### config.mk
export PLATFORM = sky130hd
export DESIGN_NAME = usb_fs_line_tx
export DESIGN_NICKNAME = d
export VERILOG_FILES = /design/src/rtl/usb_fs_line_tx.sv
export SDC_FILE = /design/constraint.sdc
export NUM_CORES = 1
export LEC_CHECK = 0
export CAP_MARGIN = 5
export CORE_MARGIN = 5
export CORE_UTILIZATION = 38
export DETAILED_ROUTE_END_ITERATION = 12
export PLACE_DENSITY_LB_ADDON = 0.25
export SYNTH_ARGS = -nofsm -noshare
export SYNTH_HDL_FRONTEND = slang
export SYNTH_SLANG_ARGS = --single-unit
### constraint.sdc
create_clock -name clk -period 3.65 [get_ports clk]
set_input_delay 0.9125 -clock clk [delete_from_list [all_inputs] [get_ports clk]]
set_output_delay 0.9125 -clock clk [all_outputs]
set_load 0.03 [all_outputs]
### src/rtl/usb_fs_line_tx.sv
// usb_fs_line_tx
//
// USB full-speed line transmitter. Packet bytes arrive over a valid/ready
// byte stream. The block prepends SYNC, serialises each byte LSB first,
// inserts stuff bits, NRZI-encodes the result and finishes the packet with
// an EOP (two bit-times of SE0, then one bit-time of J). Each line state is
// held for CLKS_PER_BIT clocks (48 MHz clock, 12 Mb/s bit rate).
//
// Ports:
//   clk       - 48 MHz clock
//   reset_n   - asynchronous reset, active low
//   tx_valid  - tx_data/tx_last hold a byte to send
//   tx_data   - packet byte (PID first), sent LSB first
//   tx_last   - marks the final byte of the packet
//   tx_ready  - holding register empty; a byte transfers on tx_valid && tx_ready
//   oe        - drive the bus
//   dp_tx     - D+ value while oe
//   dn_tx     - D- value while oe
//   busy      - packet in progress
//   underrun  - one-cycle pulse when a packet is cut short for lack of data
module usb_fs_line_tx #(
  parameter int CLKS_PER_BIT = 4
) (
  input  logic       clk,
  input  logic       reset_n,
  input  logic       tx_valid,
  input  logic [7:0] tx_data,
  input  logic       tx_last,
  output logic       tx_ready,
  output logic       oe,
  output logic       dp_tx,
  output logic       dn_tx,
  output logic       busy,
  output logic       underrun
);

  localparam int              CW           = (CLKS_PER_BIT > 1) ? $clog2(CLKS_PER_BIT) : 1;
  localparam logic [CW-1:0]   LAST_CLK     = CW'(CLKS_PER_BIT - 1);
  localparam logic [7:0]      SYNC_PATTERN = 8'h80;

  typedef enum logic [2:0] {
    IDLE,
    SYNC,
    DATA,
    STUFF,
    EOP_SE0,
    EOP_J
  } state_t;

  state_t        state;
  logic [CW-1:0] bit_cnt;
  logic [2:0]    bit_idx;
  logic [2:0]    ones;
  logic [7:0]    shift;
  logic          cur_last;
  logic [7:0]    hold;
  logic          hold_last;
  logic          hold_full;
  logic          line_j;

  logic          bit_start;
  logic          bit_end;
  logic          cur_bit;
  logic          next_line;
  logic          byte_boundary;

  assign tx_ready = ~hold_full;

  // Bit-time phase decode plus the raw bit to put on the wire this bit-time.
  // A stuff bit is always a 0, which is the default. NRZI: a 0 toggles the
  // line, a 1 holds it. byte_boundary marks the last clock of data bit 7,
  // or of the stuff bit that follows it when one is pending.
  always_comb begin
    bit_start     = (bit_cnt == '0);
    bit_end       = (bit_cnt == LAST_CLK);
    cur_bit       = 1'b0;
    case (state)
      SYNC:    cur_bit = SYNC_PATTERN[bit_idx];
      DATA:    cur_bit = shift[0];
      default: cur_bit = 1'b0;
    endcase
    next_line     = cur_bit ? line_j : ~line_j;
    byte_boundary = bit_end &&
                    (((state == DATA) && (bit_idx == 3'd7) && (ones != 3'd6)) ||
                     ((state == STUFF) && (bit_idx == 3'd0)));
  end

  // Main sequencer. The line outputs are registered on the first clock of
  // each bit-time, so each line state lasts exactly CLKS_PER_BIT clocks.
  // Next-state and byte-advance decisions are made on the last clock of the
  // bit-time. The holding register fills whenever it is empty, whatever the
  // state, so a byte offered during EOP or IDLE starts the next packet.
  always_ff @(posedge clk or negedge reset_n) begin
    if (!reset_n) begin
      state     <= IDLE;
      bit_cnt   <= '0;
      bit_idx   <= 3'd0;
      ones      <= 3'd0;
      shift     <= 8'h00;
      cur_last  <= 1'b0;
      hold      <= 8'h00;
      hold_last <= 1'b0;
      hold_full <= 1'b0;
      line_j    <= 1'b1;
      oe        <= 1'b0;
      dp_tx     <= 1'b1;
      dn_tx     <= 1'b0;
      busy      <= 1'b0;
      underrun  <= 1'b0;
    end else begin
      underrun <= 1'b0;

      if (tx_valid && !hold_full) begin
        hold      <= tx_data;
        hold_last <= tx_last;
        hold_full <= 1'b1;
      end

      if (state != IDLE) begin
        bit_cnt <= bit_end ? '0 : bit_cnt + 1'b1;
      end

      case (state)
        IDLE: begin
          oe      <= 1'b0;
          dp_tx   <= 1'b1;
          dn_tx   <= 1'b0;
          line_j  <= 1'b1;
          bit_cnt <= '0;
          bit_idx <= 3'd0;
          ones    <= 3'd0;
          busy    <= hold_full;
          if (hold_full) begin
            shift     <= hold;
            cur_last  <= hold_last;
            hold_full <= 1'b0;
            state     <= SYNC;
          end
        end

        SYNC: begin
          if (bit_start) begin
            oe     <= 1'b1;
            line_j <= next_line;
            dp_tx  <= next_line;
            dn_tx  <= ~next_line;
          end
          if (bit_end) begin
            bit_idx <= bit_idx + 3'd1;
            // The closing SYNC 1 starts the run of ones for stuffing.
            if (bit_idx == 3'd7) begin
              ones  <= 3'd1;
              state <= DATA;
            end
          end
        end

        DATA: begin
          if (bit_start) begin
            oe     <= 1'b1;
            line_j <= next_line;
            dp_tx  <= next_line;
            dn_tx  <= ~next_line;
            ones   <= cur_bit ? ones + 3'd1 : 3'd0;
          end
          if (bit_end) begin
            shift   <= shift >> 1;
            bit_idx <= bit_idx + 3'd1;
            if (ones == 3'd6) begin
              state <= STUFF;
            end
          end
        end

        STUFF: begin
          if (bit_start) begin
            oe     <= 1'b1;
            line_j <= next_line;
            dp_tx  <= next_line;
            dn_tx  <= ~next_line;
            ones   <= 3'd0;
          end
          if (bit_end && (bit_idx != 3'd0)) begin
            state <= DATA;
          end
        end

        EOP_SE0: begin
          if (bit_start) begin
            oe    <= 1'b1;
            dp_tx <= 1'b0;
            dn_tx <= 1'b0;
          end
          if (bit_end) begin
            if (bit_idx == 3'd1) begin
              bit_idx <= 3'd0;
              state   <= EOP_J;
            end else begin
              bit_idx <= bit_idx + 3'd1;
            end
          end
        end

        EOP_J: begin
          if (bit_start) begin
            oe     <= 1'b1;
            dp_tx  <= 1'b1;
            dn_tx  <= 1'b0;
            line_j <= 1'b1;
          end
          if (bit_end) begin
            state <= IDLE;
          end
        end

        default: state <= IDLE;
      endcase

      // End of a byte: finish the packet, chain the next byte, or give up.
      if (byte_boundary) begin
        if (cur_last) begin
          state <= EOP_SE0;
        end else if (hold_full) begin
          shift     <= hold;
          cur_last  <= hold_last;
          hold_full <= 1'b0;
          state     <= DATA;
        end else begin
          underrun <= 1'b1;
          state    <= EOP_SE0;
        end
      end
    end
  end

endmodule

==> metrics.log <==
INFO  metric placed_area = 2101 um^2
INFO  metric grt_pass1_vias = 1363
INFO  metric number_of_enable_type_register_cells_in_the_synthesized_netlist = 0
INFO  metric die-area = 6538 um^2
INFO  metric cp_max_delay_cell = sky130_fd_sc_hd__clkdlybuf4s50_1
INFO  metric num_rows = 25
INFO  metric path_buf_inv = 2
INFO  metric wirelength = 3835 um
INFO  metric finalSetupViolCount = 0
INFO  metric flops_latches_synth = 36
INFO  metric cts.htree.levels = 2
INFO  metric preCtsSetupSlack = 1092 ps
INFO  metric hold_fix_buffers_cts = 0
INFO  metric grt.busiest_layer = met2
INFO  metric place.detailed.hpwl = 2670 um
INFO  metric fin_area = 2208 um^2
INFO  metric max-slew-margin-rel = 0.4871
INFO  metric run_status = complete, no violations
INFO  metric core_area = 4786 um^2
INFO  metric seq_area_frac_synth = 0.4734
INFO  metric cts_resized = 0
INFO  metric grt_max_degree = 37
INFO  metric report.final.slew_viol_count = 0
INFO  metric critical_path.cell_chain = inv_1, clkdlybuf4s50_1
INFO  metric io_pins = 18
INFO  metric critPathLaunchType = flip-flop
INFO  metric antenna_cells_inserted = 0
INFO  metric groute.usage.overall = 0.1275
INFO  metric drt_iter0_drc = 85
INFO  metric synth_async_sr_flop_share = 1.000
INFO  metric syn_to_final_growth = 15.74%
INFO  metric cts.sinks = 36
INFO  metric hold_path_class = reg2reg
INFO  metric number_of_iterations_in_the_first_detailed_routing_pass = 4
INFO  metric avgSynthCellArea = 11.29 um^2
INFO  metric post-route-worst-setup-slack = 992.9 ps
INFO  metric per_cell_routed_wire_length = 15.28 um
INFO  metric die-width = 80.86 um
INFO  metric globalRoute.totalOverflow = 0
INFO  metric power_density_over_the_cells = 419.8 nW/um^2
INFO  metric min_period = 2657 ps
INFO  metric timing.setup.critical_path_class = reg2out
INFO  metric cells_after_synthesis = 169
INFO  metric finalPower = 0.9272 mW
INFO  metric final_net_count = 203
INFO  metric worst_setup_hold_path_clk_slew = 70 ps
INFO  metric tns = 0 ps
INFO  metric initial_util = 0.3987
INFO  metric skew = 3.861 ps
INFO  metric leakage = 0.9633 nW
INFO  metric clkLatencyLatePin = 290 ps
INFO  metric timing.final.crit_share = 0.7280
INFO  metric post-cts-setup-buffers = 0
INFO  metric finalHoldViolCount = 0
INFO  metric grt_first_pass_wirelength = 6348 um
INFO  metric synth_nets = 189
INFO  metric max_cap_viol_count = 0
INFO  metric synth_cell_types = 39
INFO  metric initial_antenna_violation_count = 0
INFO  metric tightestPinTransition = 767.8 ps
INFO  metric avgViaCountPerCell = 5.371
INFO  metric timing.critical_path.slowest_cell_delay = 690 ps
INFO  metric place_congestion = 0.7559
INFO  metric cts_root_buf = sky130_fd_sc_hd__clkbuf_8
INFO  metric post-route-drc-count = 0
INFO  metric drive_above_1_share = 0.1413
INFO  metric cell_area_after_synthesis = 1908 um^2
INFO  metric rsz0062_at_grt = no
INFO  metric critPathTopFamily = buffers and inverters
INFO  metric synth_top_flop_cell = sky130_fd_sc_hd__dfrtp_1
INFO  metric place.port_buffers = 17
INFO  metric grt_util_met2 = 0.2094
INFO  metric die_height = 80.86 um
INFO  metric worst_ir_drop_vdd = 0.2716 mV
INFO  metric cp-end-kind = output port
INFO  metric cts-buffers-inserted = 5
INFO  metric critical_path_arrival = 1740 ps
INFO  metric clock.fmax = 376.3 MHz
INFO  metric grt_use_met3 = 0.03437
INFO  metric yosysWarnings = 0
INFO  metric cts_tree = yes
INFO  metric remaining_number_of_nets_flagged_by_the_antenna_check_after_routing = 0
INFO  metric crit_required = 2740 ps
INFO  metric path_max_fanout = 15
INFO  metric count_of_vias_placed_by_the_detailed_router = 1348
INFO  metric global_route.usage.met1 = 0.1568
INFO  metric postLayoutCoreUtil = 0.4614
INFO  metric cts_max_path_buffers = 2
==> cell families (layout without fill, tap and decap cells) <==
family | after synthesis | in the layout | synth area share
compound gates | 52 | 52 | 0.2138
fa+ha+maj | 9 | 9 | 0.05771
buf+inv | 22 | 37 | 0.05770
flops | 36 | 36 | 0.4734
mux | 15 | 15 | 0.08721
simple gates | 35 | 35 | 0.1102
==> cell usage in the layout, fill, tap and decap left out, types with 3 or more instances in the layout <==
cell	count
sky130_fd_sc_hd__a21oi_1	7
sky130_fd_sc_hd__a22o_1	12
sky130_fd_sc_hd__a32o_1	10
sky130_fd_sc_hd__clkbuf_8	5
sky130_fd_sc_hd__clkdlybuf4s50_1	17
sky130_fd_sc_hd__dfrtp_1	34
sky130_fd_sc_hd__ha_1	8
sky130_fd_sc_hd__inv_1	10
sky130_fd_sc_hd__mux2_2	13
sky130_fd_sc_hd__nand2_1	7
sky130_fd_sc_hd__nand2b_1	4
sky130_fd_sc_hd__nand3_1	3
sky130_fd_sc_hd__nor2_1	6
sky130_fd_sc_hd__nor2b_1	4
sky130_fd_sc_hd__o21ai_0	9
==> cell usage after synthesis (all sizes together) (2+ instances only) <==
cell type / number / area share
dfrtp: 34 / 0.45
nand3: 3 / 0.0079
nand2: 7 / 0.014
a311oi: 2 / 0.012
nor3: 2 / 0.0052
a32o: 10 / 0.052
inv: 11 / 0.022
ha: 8 / 0.052
dfstp: 2 / 0.028
buf: 7 / 0.028
and3b: 2 / 0.0092
nor2b: 4 / 0.013
nor2: 6 / 0.012
clkbuf: 4 / 0.0079
a21oi: 7 / 0.018
and3: 2 / 0.0066
mux2: 13 / 0.077
mux2i: 2 / 0.010
o21ai: 9 / 0.024
a211o: 2 / 0.0092
nand2b: 4 / 0.013
a211oi: 2 / 0.0079
a22o: 12 / 0.055
a2bb2oi: 2 / 0.0092
==> metal layers <==
metal / part of all wire / vias to the layer above / wire (um)
li1: - / 656 / -
met1: 0.46 / 665 / 1772
met2: 0.48 / 21 / 1855
met3: 0.039 / 6 / 151
met4: 0.014 / 0 / 55
met5: 0 / - / 0
==> registers in the layout, summed over array words and instances (netlist names) <==
register / flops
hold_full: 1
state: 3
shift: 8
ones: 3
bit_idx: 3
cur_last: 1
busy: 1
hold: 8
dn_tx: 1
underrun: 1
hold_last: 1
bit_cnt: 2
line_j: 1
oe: 1
dp_tx: 1
==> through the flow <==
stage	cells	hold slack [ps]
floorplan	169	442.8
detailed placement	243	473.8
finish	251	481.7
global placement	243	454.9
global route	251	493.2
CTS	251	488.4
==> final cells by class <==
class / instances / area, um^2
Tap cell: 67 / 83.83
Timing Repair Buffer: 18 / 177.7
Clock inverter: 2 / 35.03
Clock buffer: 6 / 72.57
Sequential cell: 36 / 903.4
Multi-Input combinational cell: 111 / 894.6
Fill cell: 430 / 2577
Inverter: 11 / 41.29
==> final timing paths <==
kind	startpoint	endpoint	slack [ps]	cells past startpoint
setup / recovery	hold_full$_DFF_PN0_	tx_ready	990	2
min in group asynchronous	reset_n	bit_idx[0]$_DFFE_PN0P_	1040	2
hold reg to reg	bit_cnt[0]$_DFF_PN0_	bit_cnt[0]$_DFF_PN0_	480	1
max in group asynchronous	reset_n	line_j$_DFFE_PN1P_	2270	2
setup reg to reg	bit_cnt[0]$_DFF_PN0_	shift[0]$_DFF_PN0_	1250	5
hold / removal	bit_cnt[0]$_DFF_PN0_	bit_cnt[0]$_DFF_PN0_	480	1
==> report_power, final <==
group          internal (mW)  switching, mW  leakage, nW  total, mW
sequential             0.448         0.0306        0.443      0.479
combinational         0.0603         0.0400        0.465      0.100
clock                  0.203          0.145       0.0552      0.348
Note: power is estimated with default switching activity, not from simulation.
